==> config.mk <==
export PLATFORM = sky130hd
export DESIGN_NAME = led_pwm_fader
export DESIGN_NICKNAME = d
export VERILOG_FILES = /design/src/rtl/led_pkg.sv /design/src/rtl/led_fade_channel.sv /design/src/rtl/led_pwm_fader.sv
export SDC_FILE = /design/constraint.sdc
export NUM_CORES = 1
export LEC_CHECK = 0
export CORE_MARGIN = 2
export CORE_UTILIZATION = 45
export DETAILED_ROUTE_END_ITERATION = 10
export SLEW_MARGIN = 5
export SYNTH_ARGS = -nofsm -noshare
export SYNTH_HDL_FRONTEND = slang
export SYNTH_SLANG_ARGS = --single-unit
==> constraint.sdc <==
create_clock -name clck -period 5.6 [get_ports clck]
set_clock_uncertainty 0.2 [all_clocks]
set_input_delay 1.12 -clock clck [delete_from_list [all_inputs] [get_ports clck]]
set_output_delay 1.12 -clock clck [all_outputs]
set_load 0.005 [all_outputs]
==> src/rtl/led_pkg.sv <==
`default_nettype none
// ============================================================================
//  Module      : led_pkg
//  Description : Shared constants for the LED blink / fade stages: default
//                PWM resolution, fade step divider and the 2-bit fade state
//                encoding.
//  Revision    : 1.0 - initial release
// ============================================================================
package led_pkg;

    localparam int c_PWM_BITS = 8;
    localparam int c_STEP_DIV = 20_000;

    // Fade state encoding (2 bits, fixed values)
    localparam logic [1:0] c_ST_OFF  = 2'd0;
    localparam logic [1:0] c_ST_RISE = 2'd1;
    localparam logic [1:0] c_ST_ON   = 2'd2;
    localparam logic [1:0] c_ST_FALL = 2'd3;

    // A channel counts as moving while it is ramping in either direction
    function automatic logic is_moving(input logic [1:0] state);
        return (state == c_ST_RISE) || (state == c_ST_FALL);
    endfunction

endpackage
`default_nettype wire

==> src/rtl/led_fade_channel.sv <==
`default_nettype none
// ============================================================================
//  Module      : led_fade_channel
//  Description : One LED channel: brightness level register, OFF/RISE/ON/FALL
//                fade state machine stepped by step_tick, and the registered
//                PWM comparator driving the LED bit.
//  Revision    : 1.0 - initial release
// ============================================================================
module led_fade_channel
    import led_pkg::*;
#(
    parameter int PWM_BITS = c_PWM_BITS
) (
    input  logic                clck,
    input  logic                reset,
    input  logic                step_tick,
    input  logic                enable,
    input  logic [PWM_BITS-1:0] pwm_cnt,
    input  logic [PWM_BITS-1:0] target,
    output logic                led_bit,
    output logic                moving
);

    localparam logic [PWM_BITS-1:0] c_LVL_ONE = PWM_BITS'(1);

    logic [PWM_BITS-1:0] r_level;
    logic [1:0]          r_state;
    logic                r_led_bit;

    // Fade FSM: on each step tick move level one LSB toward target, state follows
    always_ff @(posedge clck) begin
        if (reset) begin
            r_level <= '0;
            r_state <= c_ST_OFF;
        end else if (step_tick && enable) begin
            if (r_level < target) begin
                r_level <= r_level + c_LVL_ONE;
                r_state <= c_ST_RISE;
            end else if (r_level > target) begin
                r_level <= r_level - c_LVL_ONE;
                r_state <= c_ST_FALL;
            end else begin
                r_state <= (r_level != '0) ? c_ST_ON : c_ST_OFF;
            end
        end
    end

    // Registered PWM compare; blanked while disabled
    always_ff @(posedge clck) begin
        if (reset) begin
            r_led_bit <= 1'b0;
        end else if (!enable) begin
            r_led_bit <= 1'b0;
        end else begin
            r_led_bit <= (pwm_cnt < r_level);
        end
    end

    assign led_bit = r_led_bit;
    assign moving  = is_moving(r_state);

endmodule
`default_nettype wire

==> src/rtl/led_pwm_fader.sv <==
`default_nettype none
// ============================================================================
//  Module      : led_pwm_fader
//  Description : Drives CHANNELS LEDs with PWM brightness, fading each channel
//                linearly toward max_level (input bit 1) or 0 (input bit 0) at
//                one LSB per STEP_DIV clock cycles.
//  Revision    : 1.0 - initial release
// ============================================================================
module led_pwm_fader
    import led_pkg::*;
#(
    parameter int CHANNELS = 4,
    parameter int PWM_BITS = c_PWM_BITS,
    parameter int STEP_DIV = c_STEP_DIV
) (
    input  logic                clck,
    input  logic                reset,
    input  logic [CHANNELS-1:0] led_in,
    input  logic                enable,
    input  logic [PWM_BITS-1:0] max_level,
    output logic [CHANNELS-1:0] led_out,
    output logic                busy
);

    // pwm_cnt wraps after FULL-1 so the period is FULL cycles and level FULL is solid on
    localparam logic [PWM_BITS-1:0] c_PWM_LAST = PWM_BITS'((1 << PWM_BITS) - 2);
    localparam int                  c_DIV_BITS = $clog2(STEP_DIV);
    localparam logic [c_DIV_BITS-1:0] c_DIV_LAST = c_DIV_BITS'(STEP_DIV - 1);
    localparam logic [PWM_BITS-1:0] c_PWM_ONE  = PWM_BITS'(1);
    localparam logic [c_DIV_BITS-1:0] c_DIV_ONE = c_DIV_BITS'(1);

    logic [CHANNELS-1:0]   r_led_in_q;
    logic [PWM_BITS-1:0]   r_max_level_q;
    logic [PWM_BITS-1:0]   r_pwm_cnt;
    logic [c_DIV_BITS-1:0] r_div_cnt;
    logic                  r_busy;
    logic                  w_step_tick;
    logic [CHANNELS-1:0]   w_moving;
    logic [CHANNELS-1:0]   w_led_bits;

    // Input registers ahead of all use
    always_ff @(posedge clck) begin
        if (reset) begin
            r_led_in_q    <= '0;
            r_max_level_q <= '0;
        end else begin
            r_led_in_q    <= led_in;
            r_max_level_q <= max_level;
        end
    end

    // PWM period counter and step prescaler; both parked at 0 while disabled
    always_ff @(posedge clck) begin
        if (reset || !enable) begin
            r_pwm_cnt <= '0;
            r_div_cnt <= '0;
        end else begin
            r_pwm_cnt <= (r_pwm_cnt == c_PWM_LAST) ? '0 : r_pwm_cnt + c_PWM_ONE;
            r_div_cnt <= (r_div_cnt == c_DIV_LAST) ? '0 : r_div_cnt + c_DIV_ONE;
        end
    end

    // Gating with enable keeps a tick coinciding with enable=0 from stepping
    assign w_step_tick = enable && (r_div_cnt == c_DIV_LAST);

    // busy is the registered OR of all channels' RISE/FALL states
    always_ff @(posedge clck) begin
        if (reset) begin
            r_busy <= 1'b0;
        end else begin
            r_busy <= |w_moving;
        end
    end

    generate
        for (genvar gi = 0; gi < CHANNELS; gi++) begin : g_ch
            logic [PWM_BITS-1:0] w_target;
            assign w_target = r_led_in_q[gi] ? r_max_level_q : '0;

            led_fade_channel #(
                .PWM_BITS (PWM_BITS)
            ) u_ch (
                .clck      (clck),
                .reset     (reset),
                .step_tick (w_step_tick),
                .enable    (enable),
                .pwm_cnt   (r_pwm_cnt),
                .target    (w_target),
                .led_bit   (w_led_bits[gi]),
                .moving    (w_moving[gi])
            );
        end
    endgenerate

    assign led_out = w_led_bits;
    assign busy    = r_busy;

endmodule
`default_nettype wire

==> summary.txt <==
Power
  • Maximum vdd ir drop: 0.187 mV
  • Comb power frac: 10.1%
  • Leakage: 2.30 nW
  • Clock network power share: 47.7%
  • Net switching power figure: 0.326 mW
  • Seq pwr share: 42.3%
  • Pwr dens: 225 nW/um^2
  • Sw frac: 24.7%
  • Pint: 0.993 mW

Timing
  • Final setup TNS: 0 ns
  • Final Setup Violations: 0
  • RSZ-0062 raised after global routing: no
  • Final worst-path cycle share: 65.9%
  • Final hold violation count: 0
  • Slew headroom: 17.4%
  • Least-Margin Pin Slew: 1.24 ns
  • Peak Freq: 271 MHz
  • Final slew viol count: 0
  • Worst setup margin: 1.91 ns
  • Minimum clock period: 3.69 ns

CTS
  • Worst-Skew Late Latency: 0.34 ns
  • CTS Root Cell: clkbuf_16
  • # hold bufs at CTS: 0
  • Clk sinks: 76
  • Post-CTS setup buffers: 0
  • H-Tree Depth: 3
  • Clock-pin transition on the worst setup and hold timing paths: 0.06 ns
  • CTS tree: yes
  • CTS max path bufs: 2
  • Total CTS buffers: 9
  • Resize count post-CTS: 0

Detailed routing
  • Vias per inst: 5.41
  • Met2 WL: 5330 um
  • Met1 WL: 5620 um
  • 1st-pass router iterations: 6
  • Wire length on met3: 412 um
  • Routed WL per cell: 14.9 um
  • Vias: 4,184
  • Drt total wl: 11,500 um
  • Antenna-violating nets left: 0
  • Drt initial violations: 167
  • Top layer in use: met4
  • Post-route DRC: 0

Final layout
  • Fill count: 1,095
  • Share of layout cells above drive strength 1: 4.13%
  • Final nets: 732
  • Register Area: 1520 um^2
  • Multi-input gate area: 3510 um^2
  • Number of diodes: 0
  • Syn-to-layout area delta: 10.3%
  • Final instance area: 5870 um^2

GRT
  • Vias in the first global route: 4,140
  • Initial antenna violation count: 0
  • GRT overflow: 0
  • GRT Total Usage: 19.3%
  • First-pass GRT wire length: 19,700 um
  • Largest net degree at the start of global routing: 54

Worst setup path
  • Worst Path Arrival: 3.66 ns
  • Reg-to-Reg End: g_ch[1].u_ch.r_level[7]$_SDFFE_PP0P_
  • Worst Path Required: 5.58 ns
  • Critical path startpoint category: flop
  • Crit end category: flop
  • FF-to-FF Start: r_led_in_q[1]$_SDFF_PP0_
  • Crit-path max FO: 9
  • R2R depth: 13
  • Setup Crit Path Kind: reg2reg
  • R2r setup slk: 1.91 ns

Die
  • Initial Util: 46.4%
  • DIE AREA: 12,700 um^2
  • Die width: 113 um
  • Die height: 113 um
  • Core Region: 11,500 um^2
  • Io pins: 20
  • Number of core rows: 39

Place
  • Post-DP HPWL: 8560 um
  • GP Congestion: 0.809
  • Cell Area, Placed: 5550 um^2
  • Buffers on Ports: 19
  • Pre-CTS setup slack: 1.92 ns

Logic synthesis
  • Netlist cell types: 44
  • Mapped Cells: 617
  • Most common cell in the netlist: ha_1
  • Synthesized cell area: 5320 um^2
  • Syn avg cell area: 8.62 um^2
  • Yosys warns: 0
  • Yosys top cell area share: 28.6%
  • Synth area leader: dfxtp_1
  • Seq/Total Area, Yosys: 28.6%
  • Top cells by area, synth: dfxtp_1, ha_1, nor2_1
  • Asr flop ratio synth: 0%
  • Yosys reg bits: 76
  • EDFF count, synth: 0
  • Synth Net Count: 723
  • Synth top cells by count: ha_1, dfxtp_1, nor2_1
  • Most common flop cell mapped by yosys: dfxtp_1

Outcome
  • Status: completed

Worst hold path
  • HP Class: reg2reg
  • Hold path startpoint: r_div_cnt[0]$_SDFF_PP0_
  • Hold Path Sink: r_div_cnt[0]$_SDFF_PP0_
  • Hold Crit Depth: 1

Run
  • Max-cap violations: 0
## registers in the layout (all words and copies together), names as in the netlist
register,flops
g_ch.u_ch.r_level,32
busy,1
g_ch.u_ch.led_bit,4
r_pwm_cnt,8
r_div_cnt,15
r_led_in_q,4
r_max_level_q,8
g_ch.u_ch.r_state,4
## power groups by stage
| stage | clock network [mW] | registers, mW | logic, mW |
|---|---|---|---|
| 2_1_floorplan | 0 | 0.563 | 0.104 |
| 3_3_place_gp | 0 | 0.570 | 0.128 |
| 3_5_place_dp | 0 | 0.570 | 0.133 |
| 4_1_cts | 0.649 | 0.557 | 0.133 |
| 5_1_grt | 0.669 | 0.558 | 0.150 |
| 6_report | 0.629 | 0.558 | 0.133 |
## cell type report
type / instances / area share, %
Inverter: 39 / 2.50
Sequential cell: 76 / 25.9
Clock inverter: 6 / 1.51
Multi-Input combinational cell: 480 / 59.9
Tap cell: 143 / 3.05
Clock buffer: 9 / 3.84
Timing Repair Buffer: 20 / 3.28
## metrics by stage
stage	total power, mW	utilization [%]	hold WS, ns	cells
floorplan	0.667	-	0.213	617
global placement	0.698	48.4	0.225	758
detailed placement	0.702	48.4	0.234	758
CTS	1.34	51.2	0.243	773
global route	1.38	51.2	0.269	773
finish	1.32	51.2	0.243	773
## layer usage
metal	vias up	track usage, %
met5	-	0
met4	0	6.75
met3	15	4.50
met2	50	31.7
met1	1961	25.0
li1	2158	-
## cell usage in the layout (no fill, tap or decap), drive strengths merged, types with 19 or more instances in the layout
cell type	n
ha	87
dfxtp	76
nor2	70
nand2	61
a21oi	53
inv	39
mux2i	24
xnor2	23
nor2b	20
xor2	19
## critical path: stages (launching register included)
cell and delay, ns:
dfxtp_1 0.47, nand2_1 0.10, ha_1 0.29, nor2b_1 0.14, o211ai_1 0.19, a21oi_1 0.13
or2_2 0.41, ha_1 0.32, a21o_1 0.11, a21oi_1 0.12, o31ai_1 0.51, nor3_1 0.09
a311oi_1 0.33, o211ai_1 0.12
## logic make-up after synthesis
kind of cell               Yosys count  synth area share, %
AOI/OAI and AO/OA                  115                 13.9
xor gates and xnor gates            42                 6.92
adders and majority gates           91                 22.0
buffers and inverters               61                 5.34
DFF                                 76                 28.6
muxes                               24                 4.52
and+or+nand+nor                    208                 18.7
## worst max path at each step
| stage | start | endpoint | slack, ns |
|---|---|---|---|
| after floorplan | r_led_in_q[2]$_SDFF_PP0_ | g_ch[2].u_ch.r_level[7]$_SDFFE_PP0P_ | 2.35 |
| after global placement | r_led_in_q[3]$_SDFF_PP0_ | g_ch[3].u_ch.r_level[7]$_SDFFE_PP0P_ | 2.05 |
| after detailed placement | r_led_in_q[1]$_SDFF_PP0_ | g_ch[1].u_ch.r_level[7]$_SDFFE_PP0P_ | 1.92 |
| after CTS | r_led_in_q[1]$_SDFF_PP0_ | g_ch[1].u_ch.r_level[7]$_SDFFE_PP0P_ | 1.91 |
| after global routing | r_led_in_q[1]$_SDFF_PP0_ | g_ch[1].u_ch.r_level[7]$_SDFFE_PP0P_ | 1.62 |
| final | r_led_in_q[1]$_SDFF_PP0_ | g_ch[1].u_ch.r_level[7]$_SDFFE_PP0P_ | 1.91 |
Power figures use the tool's default switching activity.
